===== src/rtl/alu.sv =====
// 32-bit combinational integer ALU built from 32 ripple-carry 1-bit slices.
// Supports AND/OR/ADD/SUB/SLT/NOR and reports zero, carry-out and signed overflow.
module alu (
  input  logic        clk,
  input  logic        rst_n,
  input  logic [31:0] src1,
  input  logic [31:0] src2,
  input  logic [3:0]  ALU_control,
  output logic [31:0] result,
  output logic        zero,
  output logic        cout,
  output logic        overflow
);

  typedef struct packed {
    logic res;
    logic co;
  } slice_t;

  // One bit of the datapath: optional operand inversion, full adder and op mux.
  function automatic slice_t alu_slice(
    input logic       a,
    input logic       b,
    input logic       less,
    input logic       ainv,
    input logic       binv,
    input logic       cin,
    input logic [1:0] op
  );
    slice_t s;
    logic   a_s;
    logic   b_s;
    a_s  = a ^ ainv;
    b_s  = b ^ binv;
    s.co = (a_s & b_s) | (a_s & cin) | (b_s & cin);
    case (op)
      2'b00:   s.res = a_s & b_s;
      2'b01:   s.res = a_s | b_s;
      2'b10:   s.res = a_s ^ b_s ^ cin;
      2'b11:   s.res = less;
      default: s.res = 1'b0;
    endcase
    return s;
  endfunction

  logic        unused_clk_s;
  logic        ainv_s;
  logic        binv_s;
  logic [1:0]  op_s;
  logic [31:0] slice_res_s;
  logic        c_in31_s;
  logic        c_out_s;
  logic        sum31_s;
  logic        ovf_s;
  logic        set_s;
  logic        op_valid_s;
  logic        op_arith_s;

  assign unused_clk_s = clk;
  assign ainv_s       = ALU_control[3];
  assign binv_s       = ALU_control[2];
  assign op_s         = ALU_control[1:0];

  // Ripple chain through the slices; bit0 is redone with the corrected SLT set bit.
  always_comb begin
    slice_t sl;
    logic   carry;
    slice_res_s = 32'h0000_0000;
    carry       = binv_s;
    for (int i = 0; i < 31; i++) begin
      sl             = alu_slice(src1[i], src2[i], 1'b0, ainv_s, binv_s, carry, op_s);
      slice_res_s[i] = sl.res;
      carry          = sl.co;
    end
    c_in31_s        = carry;
    sl              = alu_slice(src1[31], src2[31], 1'b0, ainv_s, binv_s, c_in31_s, op_s);
    slice_res_s[31] = sl.res;
    c_out_s         = sl.co;
    sum31_s         = (src1[31] ^ ainv_s) ^ (src2[31] ^ binv_s) ^ c_in31_s;
    ovf_s           = c_in31_s ^ c_out_s;
    // Raw sign is wrong when the subtraction overflows, so fold the overflow back in.
    set_s           = sum31_s ^ ovf_s;
    sl              = alu_slice(src1[0], src2[0], set_s, ainv_s, binv_s, binv_s, op_s);
    slice_res_s[0]  = sl.res;
  end

  // Decode which control codes are legal and which drive the adder flags.
  always_comb begin
    op_valid_s = 1'b0;
    op_arith_s = 1'b0;
    case (ALU_control)
      4'b0000: op_valid_s = 1'b1;
      4'b0001: op_valid_s = 1'b1;
      4'b0010: begin
        op_valid_s = 1'b1;
        op_arith_s = 1'b1;
      end
      4'b0110: begin
        op_valid_s = 1'b1;
        op_arith_s = 1'b1;
      end
      4'b0111: op_valid_s = 1'b1;
      4'b1100: op_valid_s = 1'b1;
      default: begin
        op_valid_s = 1'b0;
        op_arith_s = 1'b0;
      end
    endcase
  end

  // Output stage: reset clamps everything low, illegal codes yield a zero result.
  always_comb begin
    result   = 32'h0000_0000;
    zero     = 1'b0;
    cout     = 1'b0;
    overflow = 1'b0;
    if (!rst_n) begin
      result   = 32'h0000_0000;
      zero     = 1'b0;
      cout     = 1'b0;
      overflow = 1'b0;
    end else if (!op_valid_s) begin
      result   = 32'h0000_0000;
      zero     = 1'b1;
      cout     = 1'b0;
      overflow = 1'b0;
    end else begin
      result   = slice_res_s;
      zero     = ~|slice_res_s;
      cout     = op_arith_s ? c_out_s : 1'b0;
      overflow = op_arith_s ? ovf_s : 1'b0;
    end
  end

endmodule


===== config.mk =====
export PLATFORM = sky130hd
export DESIGN_NAME = alu
export DESIGN_NICKNAME = d
export VERILOG_FILES = /design/src/rtl/alu.sv
export SDC_FILE = /design/constraint.sdc
export NUM_CORES = 1
export LEC_CHECK = 0
export CAP_MARGIN = 20
export CORE_MARGIN = 1
export CORE_UTILIZATION = 47
export DETAILED_ROUTE_END_ITERATION = 16
export PLACE_DENSITY = 0.81
export SLEW_MARGIN = 20
export SYNTH_ARGS = -nofsm -noshare
export SYNTH_HDL_FRONTEND = slang
export SYNTH_SLANG_ARGS = --single-unit

===== constraint.sdc =====
create_clock -name vclk -period 85.5
set_input_delay 25.65 -clock vclk [all_inputs]
set_output_delay 25.65 -clock vclk [all_outputs]
set_load 0.01 [all_outputs]

==> impl_metrics.xml <==
<?xml version="1.0" encoding="UTF-8"?>
<metrics>
  <group name="outcome">
    <metric name="outcome" unit="">finished, final reports clean</metric>
  </group>
  <group name="finish">
    <metric name="nClkBuffers" unit="">0</metric>
    <metric name="antennaDiodeCount" unit="">0</metric>
    <metric name="sequential_cell_area" unit="µm²">0</metric>
    <metric name="num-fill-cells" unit="">607</metric>
    <metric name="syn_to_final_growth" unit="%">31.6</metric>
    <metric name="layout.sequential_cells" unit="">0</metric>
    <metric name="share_of_post_route_cells_with_drive_strength_above_1" unit="%">2.82</metric>
    <metric name="nNetsFinal" unit="">662</metric>
    <metric name="combined_area_of_the_multi_input_logic_cells" unit="µm²">2970</metric>
  </group>
  <group name="yosys">
    <metric name="seq_area_frac_synth" unit="%">0</metric>
    <metric name="synth.top_cell.area_share" unit="%">23.9</metric>
    <metric name="synth.avg_cell_area" unit="µm²">8.12</metric>
    <metric name="netlist.top_cell.by_area" unit="">sky130_fd_sc_hd__ha_1</metric>
    <metric name="synth.net_count" unit="">576</metric>
    <metric name="yosysMostFrequentCell" unit="">sky130_fd_sc_hd__inv_1</metric>
    <metric name="synthSimpleGateAreaFrac" unit="%">16.5</metric>
    <metric name="synth.top_cells.by_area" unit="">sky130_fd_sc_hd__ha_1 (24%), sky130_fd_sc_hd__fa_1 (18%), sky130_fd_sc_hd__xor2_1 (16%), sky130_fd_sc_hd__inv_1 (7.5%), sky130_fd_sc_hd__o32a_1 (7.5%)</metric>
    <metric name="synthesis.instances" unit="">412</metric>
    <metric name="synthXorXnorAreaFrac" unit="%">18.7</metric>
    <metric name="yosys-top-cells-count" unit="">sky130_fd_sc_hd__inv_1 (67), sky130_fd_sc_hd__ha_1 (64), sky130_fd_sc_hd__xor2_1 (63)</metric>
    <metric name="synth_fa_ha_area_share" unit="%">41.9</metric>
    <metric name="ys_types" unit="">33</metric>
    <metric name="muxShareOfSynthArea" unit="%">0.673</metric>
    <metric name="area_fraction_in_compound_gates_after_synthesis" unit="%">10.9</metric>
    <metric name="dominant_combinational_cell_family_by_area_after_synthesis" unit="">adder cells</metric>
    <metric name="synth_area" unit="µm²">3350</metric>
    <metric name="yosysWarnings" unit="">0</metric>
  </group>
  <group name="global_routing">
    <metric name="number_of_global_route_vias_before_repair" unit="">3187</metric>
    <metric name="antenna_found_initial" unit="">0</metric>
    <metric name="grt.overflow.total" unit="">0</metric>
    <metric name="maximum_number_of_pins_on_one_net_before_global_route_repair" unit="">70</metric>
    <metric name="gr-usage-all-layers" unit="%">23.2</metric>
    <metric name="grt_first_pass_wirelength" unit="µm">14300</metric>
  </group>
  <group name="critical_path">
    <metric name="crit_type" unit="">input pin to output port</metric>
    <metric name="critical_path_arrival" unit="ns">41.07</metric>
    <metric name="timing.critical_path.slowest_cell_delay" unit="ns">0.57</metric>
    <metric name="cpMostUsedCell" unit="">sky130_fd_sc_hd__fa_1</metric>
    <metric name="critical_path.endpoint_type" unit="">output port</metric>
    <metric name="slowest_stage" unit="">sky130_fd_sc_hd__clkdlybuf4s50_1</metric>
    <metric name="start_kind" unit="">input pin</metric>
    <metric name="cp.required" unit="ns">59.85</metric>
    <metric name="worstPathMaxFanout" unit="">35</metric>
  </group>
  <group name="die">
    <metric name="die_height" unit="µm">86.4</metric>
    <metric name="chipWidth" unit="µm">86.4</metric>
    <metric name="io-pin-count" unit="">105</metric>
    <metric name="start_util" unit="%">49.0</metric>
    <metric name="core_area" unit="µm²">6830</metric>
    <metric name="dieArea" unit="µm²">7460</metric>
    <metric name="core.rowCount" unit="">30</metric>
  </group>
  <group name="sta">
    <metric name="post-route-min-period" unit="ns">66.72</metric>
    <metric name="fin_setup_tns" unit="ns">0</metric>
    <metric name="maxSlewViolCount" unit="">0</metric>
    <metric name="achievable-frequency" unit="MHz">15.0</metric>
    <metric name="max_slew.worst_pin.slew" unit="ns">0.631</metric>
    <metric name="grt_setup_unrepaired" unit="">no</metric>
    <metric name="finalCritPeriodShare" unit="%">78.0</metric>
    <metric name="timing.final.hold_violations" unit="">0</metric>
    <metric name="slew-limit-headroom" unit="%">57.9</metric>
    <metric name="finalSetupViolations" unit="">0</metric>
  </group>
  <group name="power">
    <metric name="power_density_cells" unit="nW/µm²">6.95</metric>
    <metric name="internal_power_contribution" unit="mW">0.0147</metric>
    <metric name="worst_ir_drop_vdd" unit="V">0.00000539</metric>
    <metric name="switchingPower" unit="mW">0.0159</metric>
    <metric name="sequentialPowerShare" unit="%">0</metric>
    <metric name="total_leakage_power" unit="nW">2.10</metric>
    <metric name="totalPowerFinal" unit="mW">0.0306</metric>
    <metric name="p_comb_share" unit="%">100.0</metric>
    <metric name="power_frac_clock" unit="%">0</metric>
    <metric name="switching_share" unit="%">51.9</metric>
  </group>
  <group name="placement">
    <metric name="port_buffers" unit="">104</metric>
    <metric name="place.gp.congestion" unit="">0.833</metric>
    <metric name="dp_hpwl" unit="µm">6510</metric>
  </group>
  <group name="detailed_routing">
    <metric name="initialDrtViolationCount" unit="">114</metric>
    <metric name="routed_via_density" unit="">5.03</metric>
    <metric name="routedWlPerCell" unit="µm">14.3</metric>
    <metric name="detail_route.drc_violations" unit="">0</metric>
    <metric name="num_vias" unit="">2977</metric>
    <metric name="first_pass_iters" unit="">4</metric>
    <metric name="wirelength" unit="µm">8470</metric>
    <metric name="ant_nets" unit="">0</metric>
  </group>
  <group name="job">
    <metric name="maxCapViolCount" unit="">0</metric>
  </group>
  <group name="clock_tree">
    <metric name="cts_setup_buffers" unit="">0</metric>
    <metric name="post_cts.resized_instances" unit="">0</metric>
    <metric name="cts_hold_buf" unit="">0</metric>
  </group>
  <group name="hold_path">
    <metric name="hold_path_end" unit="">zero</metric>
    <metric name="hold_path.startpoint" unit="">rst_n</metric>
    <metric name="hp-class" unit="">input pin to output port</metric>
    <metric name="worst_hold_path.num_cells" unit="">4</metric>
  </group>
</metrics>
[final cells by class]
| type | count | area share, % |
|---|---|---|
| repair buffers | 109 | 24.1 |
| multi-input cells | 320 | 67.4 |
| inverters | 67 | 5.71 |
| well taps | 96 | 2.73 |
[placed cells by master, fill, tap and decap left out, types with 3 or more instances in the layout]
master / synthesis / routed
sky130_fd_sc_hd__xor2_1: 63 / 63
sky130_fd_sc_hd__nor2_1: 59 / 59
sky130_fd_sc_hd__nor2b_1: 6 / 6
sky130_fd_sc_hd__nand2_1: 8 / 7
sky130_fd_sc_hd__inv_1: 67 / 67
sky130_fd_sc_hd__fa_1: 30 / 30
sky130_fd_sc_hd__buf_2: 14 / 3
sky130_fd_sc_hd__and2_1: 25 / 25
sky130_fd_sc_hd__clkdlybuf4s50_1: 0 / 101
sky130_fd_sc_hd__o21ai_0: 8 / 8
sky130_fd_sc_hd__o22a_1: 3 / 3
sky130_fd_sc_hd__o32a_1: 25 / 25
sky130_fd_sc_hd__ha_1: 64 / 64
sky130_fd_sc_hd__buf_4: 0 / 5
sky130_fd_sc_hd__nand4_1: 8 / 8
[per-layer routing]
layer	up-vias	share of wire, %	track usage [%]
met5	-	0	0
met4	0	0.80	2.88
met3	6	3.6	0.952
met2	71	53	44.9
met1	1454	42	29.1
li1	1446	-	-
[how the worst max path moves through the flow]
| stage | slack [ns] | to | startpoint |
|---|---|---|---|
| CTS | 18.68 | zero | ALU_control[3] |
| detailed placement | 18.78 | zero | ALU_control[3] |
| floorplan | 20.52 | zero | ALU_control[2] |
| global route | 18.10 | zero | ALU_control[3] |
| finish | 18.78 | zero | ALU_control[3] |
| global placement | 18.87 | zero | ALU_control[3] |
[power groups by stage]
| stage | Combinational [mW] | Clock [mW] | Sequential [mW] |
|---|---|---|---|
| finish | 0.0306 | 0 | 0 |
| global route | 0.0347 | 0 | 0 |
| CTS | 0.0308 | 0 | 0 |
| detailed placement | 0.0305 | 0 | 0 |
| global placement | 0.0284 | 0 | 0 |
| floorplan | 0.0202 | 0 | 0 |
[critical path, delay by kind of cell]
| kind | cells | cell delay, ns |
|---|---|---|
| AO/OA/AOI/OAI | 3 | 0.45 |
| XOR/XNOR | 1 | 0.25 |
| adder cells (fa/ha/maj) | 30 | 12.76 |
| buffers and inverters | 6 | 1.39 |
| AND/OR/NAND/NOR | 4 | 0.57 |
[cell families after synthesis]
logic type / after synthesis
compound gates: 43
simple gates: 115
xor+xnor: 67
buf+inv: 92
mux: 1
fa+ha+maj: 94
[metrics by stage]
stage / hold slack [ns] / std cells / cell area [µm²] / worst slack (ns) / util (%)
final: 52.48 / 592 / 4400 / 18.78 / 64.5
after global routing: 52.51 / 592 / 4400 / 18.10 / 64.5
after CTS: 52.46 / 592 / 4400 / 18.68 / 64.4
after detailed placement: 52.45 / 592 / 4400 / 18.78 / 64.4
after global placement: 52.45 / 592 / 4400 / 18.87 / 64.4
after floorplan: 51.43 / 412 / 3350 / 20.52 / -
Note: power is estimated with default switching activity, not from simulation.
